## src/rtl/if_prefetch_pkg.sv

```systemverilog
// Shared fetch-path definitions: bus widths, reset level and pointer sizing helper.
package if_prefetch_pkg;

  localparam int INST_ADDR_W = 32;
  localparam int INST_DATA_W = 32;
  localparam logic RST_ENABLE = 1'b0;
  localparam logic [INST_DATA_W-1:0] ZERO_WORD = '0;

  // Pointer width for a power-of-two buffer; never below one bit.
  function automatic int ptr_w(input int depth);
    return (depth > 1) ? $clog2(depth) : 1;
  endfunction

endpackage

```

## src/rtl/if_prefetch_fetch_fifo.sv

```systemverilog
// fetch_fifo: synchronous show-ahead FIFO; dout is the head whenever empty is low.
module fetch_fifo
  import if_prefetch_pkg::*;
#(
  parameter int WIDTH = 64,
  parameter int DEPTH = 4,
  localparam int PW = ptr_w(DEPTH),
  localparam int CW = $clog2(DEPTH) + 1
) (
  input  logic             clk,
  input  logic             rst,
  input  logic             push,
  input  logic             pop,
  input  logic             flush,
  input  logic [WIDTH-1:0] din,
  output logic [WIDTH-1:0] dout,
  output logic             empty,
  output logic [CW-1:0]    count
);

  logic [WIDTH-1:0] mem [DEPTH];
  logic [PW-1:0]    rd_ptr;
  logic [PW-1:0]    wr_ptr;
  logic             do_push;
  logic             do_pop;

  // A push into a full FIFO is only accepted when the head leaves in the same cycle.
  assign do_pop  = pop & (count != '0);
  assign do_push = push & ((count != CW'(DEPTH)) | do_pop);
  assign empty   = (count == '0);
  assign dout    = mem[rd_ptr];

  always_ff @(posedge clk) begin
    if (rst == RST_ENABLE || flush) begin
      rd_ptr <= '0;
      wr_ptr <= '0;
      count  <= '0;
    end else begin
      if (do_push) wr_ptr <= wr_ptr + PW'(1);
      if (do_pop)  rd_ptr <= rd_ptr + PW'(1);
      unique case ({do_push, do_pop})
        2'b10:   count <= count + CW'(1);
        2'b01:   count <= count - CW'(1);
        default: count <= count;
      endcase
    end
  end

  always_ff @(posedge clk) begin
    if (do_push && rst != RST_ENABLE && !flush) mem[wr_ptr] <= din;
  end

endmodule

```

## src/rtl/if_prefetch.sv

```systemverilog
// if_prefetch: sequential ROM prefetch into a FIFO feeding ID, with full flush on branch.
// Optional build macro TORU_FETCH_BYPASS_EN lets a response reach ID directly when the FIFO is empty.
module if_prefetch
  import if_prefetch_pkg::*;
#(
  parameter int ADDR_W = INST_ADDR_W,
  parameter int INST_W = INST_DATA_W,
  parameter int DEPTH = 4,
  parameter int ROM_LAT = 1,
  parameter logic [ADDR_W-1:0] RESET_PC = '0
) (
  input  logic              clk,
  input  logic              rst,
  input  logic [INST_W-1:0] rom_data_i,
  output logic [ADDR_W-1:0] rom_addr_o,
  output logic              rom_ce_o,
  input  logic              stall_i,
  input  logic              branch_flag_i,
  input  logic [ADDR_W-1:0] branch_target_i,
  output logic [ADDR_W-1:0] id_pc_o,
  output logic [INST_W-1:0] id_inst_o,
  output logic              id_valid_o
);

  localparam int CW = $clog2(DEPTH) + 1;
  localparam int SW = $clog2(DEPTH + ROM_LAT + 1) + 1;

  logic [ADDR_W-1:0]        fetch_pc;
  logic [ROM_LAT-1:0]       trk_v;
  logic [ADDR_W-1:0]        trk_pc [ROM_LAT];
  logic                     live;
  logic                     resp_v;
  logic [ADDR_W-1:0]        resp_pc;
  logic                     bypass;
  logic                     head_valid;
  logic [ADDR_W-1:0]        head_pc;
  logic [INST_W-1:0]        head_inst;
  logic                     accept;
  logic                     flush;
  logic                     fifo_push;
  logic                     fifo_pop;
  logic                     fifo_empty;
  logic [CW-1:0]            fifo_cnt;
  logic [ADDR_W+INST_W-1:0] fifo_dout;
  logic [SW-1:0]            inflight_cnt;
  logic [SW-1:0]            occ;

  assign live    = (rst != RST_ENABLE);
  assign resp_v  = trk_v[ROM_LAT-1];
  assign resp_pc = trk_pc[ROM_LAT-1];

`ifdef TORU_FETCH_BYPASS_EN
  assign bypass = fifo_empty & resp_v;
`else
  assign bypass = 1'b0;
`endif

  assign head_valid = ~fifo_empty | bypass;
  assign head_pc    = bypass ? resp_pc : fifo_dout[ADDR_W+INST_W-1 -: ADDR_W];
  assign head_inst  = bypass ? rom_data_i : fifo_dout[INST_W-1:0];

  // ID handshake: the head transfers in any cycle with id_valid_o high and stall_i low;
  // while stalled id_* hold the same instruction and branch_flag_i has no effect.
  assign id_valid_o = live & head_valid;
  assign id_pc_o    = live ? head_pc : '0;
  assign id_inst_o  = live ? head_inst : INST_W'(ZERO_WORD);

  assign accept    = id_valid_o & ~stall_i;
  assign flush     = accept & branch_flag_i;
  assign fifo_pop  = accept & ~fifo_empty;
  assign fifo_push = resp_v & ~flush & ~(bypass & accept);

  always_comb begin
    inflight_cnt = '0;
    for (int i = 0; i < ROM_LAT; i++) inflight_cnt = inflight_cnt + SW'(trk_v[i]);
  end

  // Credit uses the registered count, so a pop frees its slot only on the next cycle.
  assign occ        = SW'(fifo_cnt) + inflight_cnt;
  assign rom_ce_o   = live & ~flush & (occ < SW'(DEPTH));
  assign rom_addr_o = fetch_pc;

  always_ff @(posedge clk) begin
    if (rst == RST_ENABLE) begin
      fetch_pc <= RESET_PC;
      trk_v    <= '0;
    end else begin
      if (flush)         fetch_pc <= branch_target_i;
      else if (rom_ce_o) fetch_pc <= fetch_pc + ADDR_W'(4);
      trk_v[0] <= rom_ce_o;
      for (int i = 1; i < ROM_LAT; i++) trk_v[i] <= trk_v[i-1] & ~flush;
    end
  end

  always_ff @(posedge clk) begin
    trk_pc[0] <= fetch_pc;
    for (int i = 1; i < ROM_LAT; i++) trk_pc[i] <= trk_pc[i-1];
  end

  fetch_fifo #(
    .WIDTH (ADDR_W + INST_W),
    .DEPTH (DEPTH)
  ) u_fifo (
    .clk   (clk),
    .rst   (rst),
    .push  (fifo_push),
    .pop   (fifo_pop),
    .flush (flush),
    .din   ({resp_pc, rom_data_i}),
    .dout  (fifo_dout),
    .empty (fifo_empty),
    .count (fifo_cnt)
  );

endmodule

```

## config.mk

```make
export PLATFORM = sky130hd
export DESIGN_NAME = if_prefetch
export DESIGN_NICKNAME = d
export VERILOG_FILES = /design/src/rtl/if_prefetch_pkg.sv /design/src/rtl/if_prefetch_fetch_fifo.sv /design/src/rtl/if_prefetch.sv
export SDC_FILE = /design/constraint.sdc
export NUM_CORES = 1
export LEC_CHECK = 0
export BUFFER_PORTS_ARGS = -buffer_cell sky130_fd_sc_hd__buf_4
export CORE_MARGIN = 2
export CORE_UTILIZATION = 40
export CTS_BUF_LIST = sky130_fd_sc_hd__clkbuf_4
export CTS_CLUSTER_SIZE = 28
export DETAILED_ROUTE_END_ITERATION = 10
export GPL_TIMING_DRIVEN = 0
export PLACE_DENSITY_LB_ADDON = 0.3
export SLEW_MARGIN = 20
export SYNTH_ARGS = -nofsm -noshare
export SYNTH_HDL_FRONTEND = slang
export SYNTH_SLANG_ARGS = --single-unit
```

## constraint.sdc

```tcl
create_clock -name clk -period 3 [get_ports clk]
set_input_delay 0.45 -clock clk [delete_from_list [all_inputs] [get_ports clk]]
set_output_delay 0.45 -clock clk [all_outputs]
set_load 0.05 [all_outputs]
```

==> run metrics <==
status completed; layout cell share with drive strength beyond 1 between 30% and 40%; fillers approximately 2600; largest net degree at the start of global routing 45; CTS tree built; Worst Setup Start Kind flop; Mapped Area between 10000 and 15000 sq um; first-pass GRT wire length 43100 microns; Pre-Repair DR Iteration Count 5; GP Congestion between 0.8 and 0.9; Clock Skew between 70 and 80 ps; critical path class reg -> out; clock root buffer master clkbuf_4; Post-synth EDFFs ~260; global route overflow 0; post-synthesis instance total between 700 and 800; site row count 64; fin crit period 2850 ps; Synth async-reset ratio 0%; top_reg_cell synth edfxtp_1; placed insts between 1000 and 1500; DR iter-0 viols between 400 and 500; vias in the first global route slightly below 8000; drt total wl between 20000 and 30000 microns; Worst-Skew Late Latency between 700 and 800 ps; CP endpoint kind primary output; I/O pin total around 170; YS warnings 0; WP data required 2550 ps; Total Power 12.8 mW; GR Util All Layers 17.2%; hold crit path type in -> reg; Mapped Nets 789; Clk pin slew, worst setup/hold paths roughly 60 ps; syn_area_per_cell between 15 and 20 sq um; Routed WL per cell around 19 microns; post-route clock period utilization a little over nine tenths; WHS about 70 ps; die height 181 microns; Final Net Count 1103; Slew HR a little over two fifths; Area Growth Syn to Fin 28.6%; Pwr Density slightly below 800 nW/um^2; fin util between 50% and 60%; Die Span X 181 microns; Final setup viols 0; final slew viol count 0; Post-Layout Cell Count 1493; Reg-to-Reg End u_fifo.mem[3][36]; WHS Path Cells 3; Port Buffers around 170; f_max approximately 350 MHz; Peak VDD IR between 0.4 and 0.5 mV; Reg2Reg Depth 4; library cells used by synthesis 49; sequential share of the synthesized area 72.9%; Tightest Pin Transition 852 ps; Post-DRT Antenna Nets 0; clk buf depth 3; DPL Wire Length 17400 microns; RSZ-0062 raised after global routing yes; full die area between 30000 and 40000 sq um; Yosys reg bits between 300 and 400; Post CTS Setup Buffer Count 0; CTS H-tree lvls 3; core area slightly above 30000 sq um; Sink Count 330; CP max FO 10; routed vias/inst 4.99; Worst Setup EP id_pc_o[3]; Pleak around 5.8 nW; total number of vias around 7500; CP Data Arrival Time 2400 ps; Worst R2R Start u_fifo.count[0]; FF-to-FF setup slack 780 ps; drt drc 0; MaxCap Viol Count 0; Initial Utilization approximately two fifths; Hold Vio Cnt, Final 0; CTS buffer count 87; number of antenna violations at the first check in global routing 1
[power by group]
part	switching, mW	internal, mW	leakage (nW)	total (mW)
clock	1.80	2.14	0.669	3.93
combinational	1.84	1.15	2.20	2.99
sequential	0.340	5.55	2.95	5.89
total	3.98	8.84	5.82	12.8
[sequential cells by signal (all words and copies together), names as in the netlist, named ones only]
| signal | count |
|---|---|
| trk_pc | 32 |
| resp_v | 1 |
| rom_addr_o | 32 |
| u_fifo.rd_ptr | 2 |
| u_fifo.count | 3 |
| u_fifo.mem | 256 |
| u_fifo.wr_ptr | 2 |
[per-layer routing]
layer  GRT usage, %  part of all wire, %  vias to the layer above
li1               -                    -                     3466
met1           22.6                   44                     3666
met2           27.8                   48                      269
met3           4.37                  5.7                       53
met4           6.11                  2.0                        0
met5              0                    0                        -
[worst max-delay path, cell delays in order (launching register included)]
cell and delay [ps]:
dfxtp_1 300, buf_4 220, buf_4 280, mux4_2 510, and2_1 200, buf_4 200
[worst min-delay path by stage]
| stage | slack (ps) | end | start |
|---|---|---|---|
| CTS | 0.06 | rom_addr_o[26] | branch_target_i[26] |
| floorplan | 440 | u_fifo.mem[0][32] | trk_pc[0][0] |
| finish | 70 | rom_addr_o[28] | branch_target_i[28] |
| global route | 10 | rom_addr_o[28] | branch_target_i[28] |
| global placement | 380 | trk_pc[0][1] | rom_addr_o[1] |
| detailed placement | 400 | trk_pc[0][1] | rom_addr_o[1] |
[layout make-up]
class / instances / area, sq um / share of cell area [%]
Antenna cell: 1 / 2.50 / 0.0155
Buffer: 32 / 159 / 0.983
Clock buffer: 128 / 961 / 5.95
Clock inverter: 28 / 179 / 1.11
Inverter: 8 / 30.0 / 0.186
Multi-Input combinational cell: 344 / 3240 / 20.1
Sequential cell: 330 / 9170 / 56.7
Tap cell: 396 / 495 / 3.07
Timing Repair Buffer: 226 / 1920 / 11.9
[cell families (layout without fill, tap and decap cells)]
kind of cell | after synthesis | in the layout | synth area share, %
AOI/OAI and AO/OA | 69 | 69 | 3.43
xor gates and xnor gates | 28 | 28 | 1.95
adders and majority gates | 6 | 6 | 0.657
buffers and inverters | 41 | 422 | 1.33
DFF | 330 | 330 | 72.9
muxes | 68 | 68 | 11.8
other | 0 | 1 | 0
and+or+nand+nor | 173 | 173 | 7.89
[Yosys cell counts (3+ instances only)]
library cell	number	area, sq um
buf_2	11	55.1
a211oi_1	3	22.5
a21oi_1	21	105
xor2_1	18	158
edfxtp_1	256	7690
clkbuf_1	21	78.8
ha_1	5	62.6
dfxtp_1	74	1480
and2_1	68	425
a311oi_1	3	26.3
nor2b_1	3	18.8
inv_1	8	30.0
nor2_1	27	101
nand4_1	11	68.8
nor3_1	5	25.0
and3_1	5	31.3
xnor2_1	10	87.6
mux2i_1	4	40.0
nand2_1	27	101
o21ai_0	24	120
mux4_2	64	1440
nand3_1	14	70.1
[cells in the final DEF, fill, tap and decap left out, types with 10 or more instances in the layout]
| master | instances |
|---|---|
| o21ai_0 | 24 |
| and2_1 | 64 |
| dfxtp_1 | 73 |
| nor2_1 | 27 |
| nand3_1 | 14 |
| xor2_1 | 18 |
| clkbuf_4 | 128 |
| edfxtp_1 | 256 |
| a21oi_1 | 21 |
| mux4_2 | 64 |
| clkbuf_1 | 14 |
| nand2_1 | 27 |
| nand4_1 | 11 |
| buf_4 | 172 |
| xnor2_1 | 10 |
| dlygate4sd3_1 | 57 |
| clkinv_1 | 20 |
[stage by stage]
step	setup WS, ps	instance area, sq um	TNS, ps
final	152	16200	0
after global routing	-26.8	16200	-196
after floorplan	79.5	12600	0
after CTS	1.54	16200	0
after global placement	-1830	14300	-463220
after detailed placement	227	14400	0
[what timing repair did]
| item | CTS | global route |
|---|---|---|
| pin swaps | 0 | 0 |
| gates resized for setup | 13 | 2 |
| hold buffers | 57 | 0 |
| setup endpoints to repair | 60 | 29 |
| hold endpoints to repair | 153 | 0 |
Note: power is estimated with default switching activity, not from simulation.
